===== src/rtl/axi_write_monitor_pkg.sv =====
// Shared types for the AXI write monitor: record layout, error bit positions and bresp encodings.
// Record id/addr fields are sized for the widest supported configuration and narrowed at the top.
package axi_write_monitor_pkg;

   localparam int MAX_ID_W   = 16;
   localparam int MAX_ADDR_W = 64;

   localparam int ERR_LEN    = 0;
   localparam int ERR_RESP   = 1;
   localparam int ERR_ID     = 2;
   localparam int ERR_ORPHAN = 3;

   typedef enum logic [1:0] {
      RESP_OKAY   = 2'b00,
      RESP_EXOKAY = 2'b01,
      RESP_SLVERR = 2'b10,
      RESP_DECERR = 2'b11
   } resp_e;

   typedef struct packed {
      logic [MAX_ID_W-1:0]   id;
      logic [MAX_ADDR_W-1:0] addr;
      logic [7:0]            len;
      logic [8:0]            beats;
      resp_e                 resp;
      logic [3:0]            err;
   } rec_t;

   function automatic logic [8:0] expected_beats(input logic [7:0] len);
      return {1'b0, len} + 9'd1;
   endfunction

endpackage


===== src/rtl/axi_write_monitor_sync_fifo.sv =====
// Synchronous FIFO, one-cycle write-to-read latency; push on full is dropped unless a pop happens
// in the same cycle. pop_dat shows the head entry combinationally while not empty.
module sync_fifo #(
   parameter int WIDTH = 8,
   parameter int DEPTH = 16
) (
   input  logic             clk,
   input  logic             rst_n,
   input  logic             push,
   input  logic [WIDTH-1:0] push_dat,
   input  logic             pop,
   output logic [WIDTH-1:0] pop_dat,
   output logic             full,
   output logic             empty
);

   localparam int AW = $clog2(DEPTH);

   logic [WIDTH-1:0] mem_q [DEPTH];
   logic [WIDTH-1:0] mem_d [DEPTH];
   logic [AW:0]      wr_ptr_q, wr_ptr_d;
   logic [AW:0]      rd_ptr_q, rd_ptr_d;
   logic             wr_en, rd_en;

   assign empty   = (wr_ptr_q == rd_ptr_q);
   assign full    = (wr_ptr_q[AW] != rd_ptr_q[AW]) && (wr_ptr_q[AW-1:0] == rd_ptr_q[AW-1:0]);
   assign pop_dat = mem_q[rd_ptr_q[AW-1:0]];

   always_comb begin
      rd_en    = pop & ~empty;
      wr_en    = push & (~full | rd_en);
      mem_d    = mem_q;
      wr_ptr_d = wr_ptr_q;
      rd_ptr_d = rd_ptr_q;
      if (wr_en) begin
         mem_d[wr_ptr_q[AW-1:0]] = push_dat;
         wr_ptr_d                = wr_ptr_q + 1'b1;
      end
      if (rd_en) begin
         rd_ptr_d = rd_ptr_q + 1'b1;
      end
   end

   always_ff @(posedge clk or negedge rst_n) begin
      if (!rst_n) begin
         wr_ptr_q <= '0;
         rd_ptr_q <= '0;
         for (int i = 0; i < DEPTH; i++) begin
            mem_q[i] <= '0;
         end
      end else begin
         wr_ptr_q <= wr_ptr_d;
         rd_ptr_q <= rd_ptr_d;
         mem_q    <= mem_d;
      end
   end

endmodule


===== src/rtl/axi_write_monitor.sv =====
// Passive AXI4 write monitor: pairs AW/W/B in order, record valid one cycle after B, held until rec_ready.
// Full FIFOs drop and set sticky overflow; AXI_WRITE_MONITOR_TIMEOUT_EN adds an AW-to-B watchdog.
module axi_write_monitor
   import axi_write_monitor_pkg::*;
#(
   parameter int C_S_AXI_DATA_WIDTH = 64,
   parameter int C_S_AXI_ADDR_WIDTH = 32,
   parameter int C_ID_WIDTH         = 4,
   parameter int C_DEPTH            = 16,
   parameter int C_CNT_WIDTH        = 32,
   parameter int C_TIMEOUT          = 1024
) (
   input  logic                          aclk,
   input  logic                          aresetn,
   input  logic [C_ID_WIDTH-1:0]         s_axi_awid,
   input  logic [C_S_AXI_ADDR_WIDTH-1:0] s_axi_awaddr,
   input  logic [7:0]                    s_axi_awlen,
   input  logic                          s_axi_awvalid,
   input  logic                          s_axi_awready,
   input  logic                          s_axi_wlast,
   input  logic                          s_axi_wvalid,
   input  logic                          s_axi_wready,
   input  logic [C_ID_WIDTH-1:0]         s_axi_bid,
   input  logic [1:0]                    s_axi_bresp,
   input  logic                          s_axi_bvalid,
   input  logic                          s_axi_bready,
   input  logic                          clear,
   output logic                          rec_valid,
   input  logic                          rec_ready,
   output logic [C_ID_WIDTH-1:0]         rec_id,
   output logic [C_S_AXI_ADDR_WIDTH-1:0] rec_addr,
   output logic [7:0]                    rec_len,
   output logic [8:0]                    rec_beats,
   output logic [1:0]                    rec_resp,
   output logic [3:0]                    rec_err,
   output logic [C_CNT_WIDTH-1:0]        txn_count,
   output logic [C_CNT_WIDTH-1:0]        beat_count,
   output logic [C_CNT_WIDTH-1:0]        err_count,
   output logic                          overflow
);

   localparam int AW_W  = C_ID_WIDTH + C_S_AXI_ADDR_WIDTH + 8;
   localparam int REC_W = $bits(rec_t);

   logic                          aw_hs, w_hs, b_hs, to_fire;
   logic                          aw_full, aw_empty, aw_pop;
   logic                          w_full, w_empty, w_push;
   logic [AW_W-1:0]               aw_head;
   logic [8:0]                    w_head, w_beats;
   logic [8:0]                    beat_q, beat_d;
   logic [C_ID_WIDTH-1:0]         head_id;
   logic [C_S_AXI_ADDR_WIDTH-1:0] head_addr;
   logic [7:0]                    head_len;
   logic [8:0]                    head_beats;
   rec_t                          rec_in, rec_head;
   logic [REC_W-1:0]              rec_head_raw;
   logic                          rec_push, rec_pop, rec_full, rec_empty;
   logic [C_CNT_WIDTH-1:0]        txn_q, txn_d, beats_q, beats_d, errs_q, errs_d;
   logic                          ovf_q, ovf_d;

   assign aw_hs  = s_axi_awvalid & s_axi_awready;
   assign w_hs   = s_axi_wvalid & s_axi_wready;
   assign b_hs   = s_axi_bvalid & s_axi_bready;
   assign aw_pop = b_hs | to_fire;

   sync_fifo #(.WIDTH(AW_W), .DEPTH(C_DEPTH)) u_aw_fifo (
      .clk      (aclk),
      .rst_n    (aresetn),
      .push     (aw_hs),
      .push_dat ({s_axi_awid, s_axi_awaddr, s_axi_awlen}),
      .pop      (aw_pop),
      .pop_dat  (aw_head),
      .full     (aw_full),
      .empty    (aw_empty)
   );

   sync_fifo #(.WIDTH(9), .DEPTH(C_DEPTH)) u_w_fifo (
      .clk      (aclk),
      .rst_n    (aresetn),
      .push     (w_push),
      .push_dat (w_beats),
      .pop      (b_hs),
      .pop_dat  (w_head),
      .full     (w_full),
      .empty    (w_empty)
   );

   sync_fifo #(.WIDTH(REC_W), .DEPTH(C_DEPTH)) u_rec_fifo (
      .clk      (aclk),
      .rst_n    (aresetn),
      .push     (rec_push),
      .push_dat (rec_in),
      .pop      (rec_pop),
      .pop_dat  (rec_head_raw),
      .full     (rec_full),
      .empty    (rec_empty)
   );

`ifdef AXI_WRITE_MONITOR_TIMEOUT_EN
   localparam int WD_W = $clog2(C_TIMEOUT + 1);
   logic [WD_W-1:0] wd_q, wd_d;

   // A real B at the limit wins; its pop restarts the watchdog anyway.
   always_comb begin
      to_fire = !aw_empty && !b_hs && (wd_q == WD_W'(C_TIMEOUT - 1));
      wd_d    = wd_q + 1'b1;
      if (aw_empty || aw_pop) begin
         wd_d = '0;
      end
   end

   always_ff @(posedge aclk or negedge aresetn) begin
      if (!aresetn) begin
         wd_q <= '0;
      end else begin
         wd_q <= wd_d;
      end
   end

   logic unused_cfg;
   assign unused_cfg = (C_S_AXI_DATA_WIDTH > 0);
`else
   assign to_fire = 1'b0;

   logic unused_cfg;
   assign unused_cfg = (C_S_AXI_DATA_WIDTH > 0) ^ (C_TIMEOUT > 0);
`endif

   always_comb begin
      w_beats = (beat_q == 9'd511) ? beat_q : beat_q + 9'd1;
      beat_d  = beat_q;
      w_push  = 1'b0;
      if (w_hs) begin
         if (s_axi_wlast) begin
            w_push = 1'b1;
            beat_d = '0;
         end else begin
            beat_d = w_beats;
         end
      end
   end

   always_comb begin
      head_id    = aw_empty ? '0 : aw_head[AW_W-1 -: C_ID_WIDTH];
      head_addr  = aw_empty ? '0 : aw_head[8 +: C_S_AXI_ADDR_WIDTH];
      head_len   = aw_empty ? '0 : aw_head[7:0];
      head_beats = w_empty ? '0 : w_head;

      rec_in      = '0;
      rec_in.id   = MAX_ID_W'(head_id);
      rec_in.addr = MAX_ADDR_W'(head_addr);
      rec_in.len  = head_len;
      if (b_hs) begin
         rec_in.beats           = head_beats;
         rec_in.resp            = resp_e'(s_axi_bresp);
         rec_in.err[ERR_ID]     = (s_axi_bid != head_id);
         rec_in.err[ERR_ORPHAN] = aw_empty | w_empty;
      end else begin
         rec_in.beats           = '0;
         rec_in.resp            = RESP_DECERR;
         rec_in.err[ERR_ORPHAN] = 1'b1;
      end
      rec_in.err[ERR_LEN]  = (rec_in.beats != expected_beats(head_len));
      rec_in.err[ERR_RESP] = (rec_in.resp != RESP_OKAY);
      rec_push             = b_hs | to_fire;
   end

   assign rec_valid = ~rec_empty;
   assign rec_pop   = rec_valid & rec_ready;
   assign rec_head  = rec_t'(rec_head_raw);

   always_comb begin
      txn_d   = txn_q;
      beats_d = beats_q;
      errs_d  = errs_q;
      ovf_d   = ovf_q;
      if (b_hs) begin
         txn_d = txn_q + 1'b1;
      end
      if (w_hs) begin
         beats_d = beats_q + 1'b1;
      end
      if (rec_push && (rec_in.err != '0)) begin
         errs_d = errs_q + 1'b1;
      end
      // The FIFO accepts a push on full only when it is popped in the same cycle.
      if ((aw_hs && aw_full && !aw_pop) || (w_push && w_full && !b_hs) ||
          (rec_push && rec_full && !rec_pop)) begin
         ovf_d = 1'b1;
      end
      if (clear) begin
         txn_d   = '0;
         beats_d = '0;
         errs_d  = '0;
         ovf_d   = 1'b0;
      end
   end

   always_ff @(posedge aclk or negedge aresetn) begin
      if (!aresetn) begin
         beat_q  <= '0;
         txn_q   <= '0;
         beats_q <= '0;
         errs_q  <= '0;
         ovf_q   <= 1'b0;
      end else begin
         beat_q  <= beat_d;
         txn_q   <= txn_d;
         beats_q <= beats_d;
         errs_q  <= errs_d;
         ovf_q   <= ovf_d;
      end
   end

   assign rec_id     = rec_valid ? rec_head.id[C_ID_WIDTH-1:0] : '0;
   assign rec_addr   = rec_valid ? rec_head.addr[C_S_AXI_ADDR_WIDTH-1:0] : '0;
   assign rec_len    = rec_valid ? rec_head.len : '0;
   assign rec_beats  = rec_valid ? rec_head.beats : '0;
   assign rec_resp   = rec_valid ? rec_head.resp : '0;
   assign rec_err    = rec_valid ? rec_head.err : '0;
   assign txn_count  = txn_q;
   assign beat_count = beats_q;
   assign err_count  = errs_q;
   assign overflow   = ovf_q;

   logic unused_rec;
   assign unused_rec = ^{rec_head.id, rec_head.addr};

endmodule

===== config.mk =====
export PLATFORM = sky130hd
export DESIGN_NAME = axi_write_monitor
export DESIGN_NICKNAME = d
export VERILOG_FILES = /design/src/rtl/axi_write_monitor_pkg.sv /design/src/rtl/axi_write_monitor_sync_fifo.sv /design/src/rtl/axi_write_monitor.sv
export SDC_FILE = /design/constraint.sdc
export NUM_CORES = 2
export LEC_CHECK = 0
export BUFFER_PORTS_ARGS = -buffer_cell sky130_fd_sc_hd__buf_2
export CORE_UTILIZATION = 45
export DETAILED_ROUTE_END_ITERATION = 8
export GPL_ROUTABILITY_DRIVEN = 0
export HOLD_SLACK_MARGIN = 0.05
export PLACE_DENSITY = 0.62
export SLEW_MARGIN = 30
export SYNTH_ARGS = -nofsm -noshare
export SYNTH_HDL_FRONTEND = slang
export SYNTH_HIERARCHICAL = 1
export SYNTH_SLANG_ARGS = --single-unit

===== constraint.sdc =====
create_clock -name aclk -period 6.3 [get_ports aclk]
set_clock_uncertainty 0.1 [all_clocks]
set_input_delay 1.26 -clock aclk [delete_from_list [all_inputs] [get_ports aclk]]
set_output_delay 1.26 -clock aclk [all_outputs]
set_load 0.02 [all_outputs]

==> summary.txt <==
Hold path
  – Worst min-delay path class: in -> async

Worst setup path
  – WP buf/inv: 3
  – CP max stage cell: dfrtp_4
  – Levels on crit path: 7
  – Crit-path leading delay family: buffers and inverters
  – Flop-to-flop setup slack: 1.13 ns
  – Startpoint Class: flip-flop
  – Worst Setup Path Type: reg -> out
  – Critical path's largest stage delay: 0.91 ns
  – Worst setup EP type: output pin
  – Worst reg-to-reg path cell count: 10
  – Required @ worst endpoint: 4.94 ns
  – Reg2reg start: u_aw_fifo/rd_ptr_q[0]
  – Critical path arrival: 4.10 ns
  – Reg-to-Reg End: err_count[9]
  – Worst-path fanout max: 46
  – Critical-path cell list: buf_12 -> buf_4 -> mux4_2 -> a22oi_1 -> nand2_1 -> nor2b_1 -> buf_2

STA
  – Final Hold Fails: 0
  – Worst-Margin Slew: 1.067 ns
  – Slew headroom: 28.69%
  – Min cycle time layout: 5.461 ns
  – Fin worst setup slack: 0.8388 ns
  – TNS Setup: 0 ns
  – Crit share post-route: 86.69%
  – Fmax achieved: 0.1831 GHz
  – RSZ-0062 raised after global routing: false
  – # setup viols final: 0
  – Max Slew Vio Count: 0

Floorplanning
  – Core footprint: 0.2019 mm^2
  – Row cnt: 165
  – Die H: 452.7 um
  – Starting Density: 45.27%
  – Die Span X: 452.7 um
  – I/O pin count: 218
  – DIE AREA: 0.2049 mm^2

Clocking
  – Resized cells post-CTS: 0
  – Clock slew at reported path FFs: 0.06 ns
  – Clk_lat worst skew: 0.85 ns
  – Post-CTS setup buffer count: 0
  – CTS Sinks: 1928
  – CTS tree: yes
  – H-tree Lvls: 4
  – Longest Clk Path Bufs: 3
  – Clk root buf: clkbuf_16
  – Num CTS Buffers: 204
  – Hold-fix buffers, CTS: 0

GRT
  – Antenna violations before repair: 30
  – First-pass GRT wire length: 369700 um
  – GR Overflow Total: 0
  – Total GRT Usage: 23.55%
  – Vias in the first global route: 56780
  – Largest net degree at the start of global routing: 174

Synth
  – Cells after Synth: 6458
  – Yosys Warn Count: 6
  – Synthesized Nets: 6539
  – Syn_area_per_cell: 14.15 um^2
  – Mapped Area: 0.09141 mm^2

Placed design
  – Dpl hpwl: 144000 um
  – Port-buffer cells: 217
  – Pre-CTS WS: 1.116 ns

Final layout
  – Final core occ: 50.40%
  – Share of layout cells above drive strength 1: 39.51%
  – Net total in the final layout: 6535
  – Area growth, synth to finish: 11.33%

Detailed routing
  – WL per Instance: 25.72 um
  – Detail-routed via count per cell: 5.813
  – Final ANT Viol Nets: 0
  – First DRT Iteration DRCs: 3495
  – First-pass iteration count of the detailed router: 7
  – DRT Wirelength: 239500 um
  – # DRC: 0
  – Vias: 54130

Status
  – Status: finished clean

Power and ir drop
  – PwrDens: 504.5 mW/mm^2
  – Maximum VDD drop: 352.5 uV
  – Leakage power: 47.57 nW

Job
  – MaxCap Viol Count: 0
==> area by class of cell <==
class | instances | area (um^2)
multi-input combinational | 3921 | 40060
timing repair buffer | 376 | 2828
sequential | 1928 | 48270
fill | 17090 | 100100
antenna | 11 | 27.53
clock inverter | 76 | 1074
tap | 2672 | 3343
clock buffer | 304 | 6075
inverter | 23 | 86.33
==> cell usage in the layout (no fill, tap or decap), types with 19 or more instances in the layout <==
cell type / count
nand3_1: 191
buf_4: 122
mux4_2: 242
nor2_1: 108
mux2_2: 1412
dfrtp_1: 1921
clkbuf_16: 207
mux2i_1: 413
mux2_1: 257
xor2_1: 60
nor3_1: 19
mux2_4: 130
nor2b_1: 95
nand4_1: 36
a21oi_1: 27
nor2b_2: 29
a22oi_1: 327
clkinv_2: 31
clkbuf_8: 53
xnor2_1: 51
o21ai_0: 41
clkbuf_1: 44
bufinv_16: 22
a21oi_4: 32
nand2_1: 202
buf_2: 215
and2_1: 25
ha_1: 20
inv_1: 23
==> stage by stage <==
step	std cells	cell area, um^2	hold WS (ns)	power, mW
4_1_cts	9296	101600	0.3453	51.58
6_report	9311	101800	0.1997	51.34
3_5_place_dp	8916	94410	0.3714	38.75
2_1_floorplan	6458	91410	0.3524	32.37
3_3_place_gp	8903	94060	0.3620	38.06
5_1_grt	9308	101800	0.1800	54.05
==> routing by layer <==
layer	wire length (um)	global-route usage, %
met5	49	0
met4	5774	6.266
met3	9521	3.131
met2	113400	37.63
met1	110800	33.75
==> registers in the layout, summed over array words and instances, names as in the netlist <==
signal               cells
u_rec_fifo/mem_q       944
u_w_fifo/wr_ptr_q        5
u_w_fifo/rd_ptr_q        5
beat_count              32
u_aw_fifo/rd_ptr_q       5
u_w_fifo/mem_q         144
err_count               32
overflow                 1
u_aw_fifo/wr_ptr_q       5
u_aw_fifo/mem_q        704
u_rec_fifo/rd_ptr_q      5
txn_count               32
beat_q                   9
u_rec_fifo/wr_ptr_q      5
==> worst max-delay path by stage <==
stage,from,endpoint,slack [ns]
finish,u_rec_fifo/rd_ptr_q[0],rec_addr[25],0.84
global route,u_rec_fifo/rd_ptr_q[0],rec_addr[24],0.64
CTS,u_rec_fifo/rd_ptr_q[0],rec_addr[25],0.79
detailed placement,u_aw_fifo/rd_ptr_q[0],err_count[9],1.12
global placement,u_aw_fifo/rd_ptr_q[2],err_count[8],1.05
floorplan,u_aw_fifo/rd_ptr_q[1],u_rec_fifo/mem_q[1545],1.82
==> power by group <==
part           internal, mW  total (mW)  switching [mW]  leakage, nW
combinational          8.69        19.8            11.1         18.5
clock                  7.57        12.7            5.12         3.51
sequential             16.5        18.9            2.40         25.5
No activity file was read; power rests on OpenSTA's default activity.
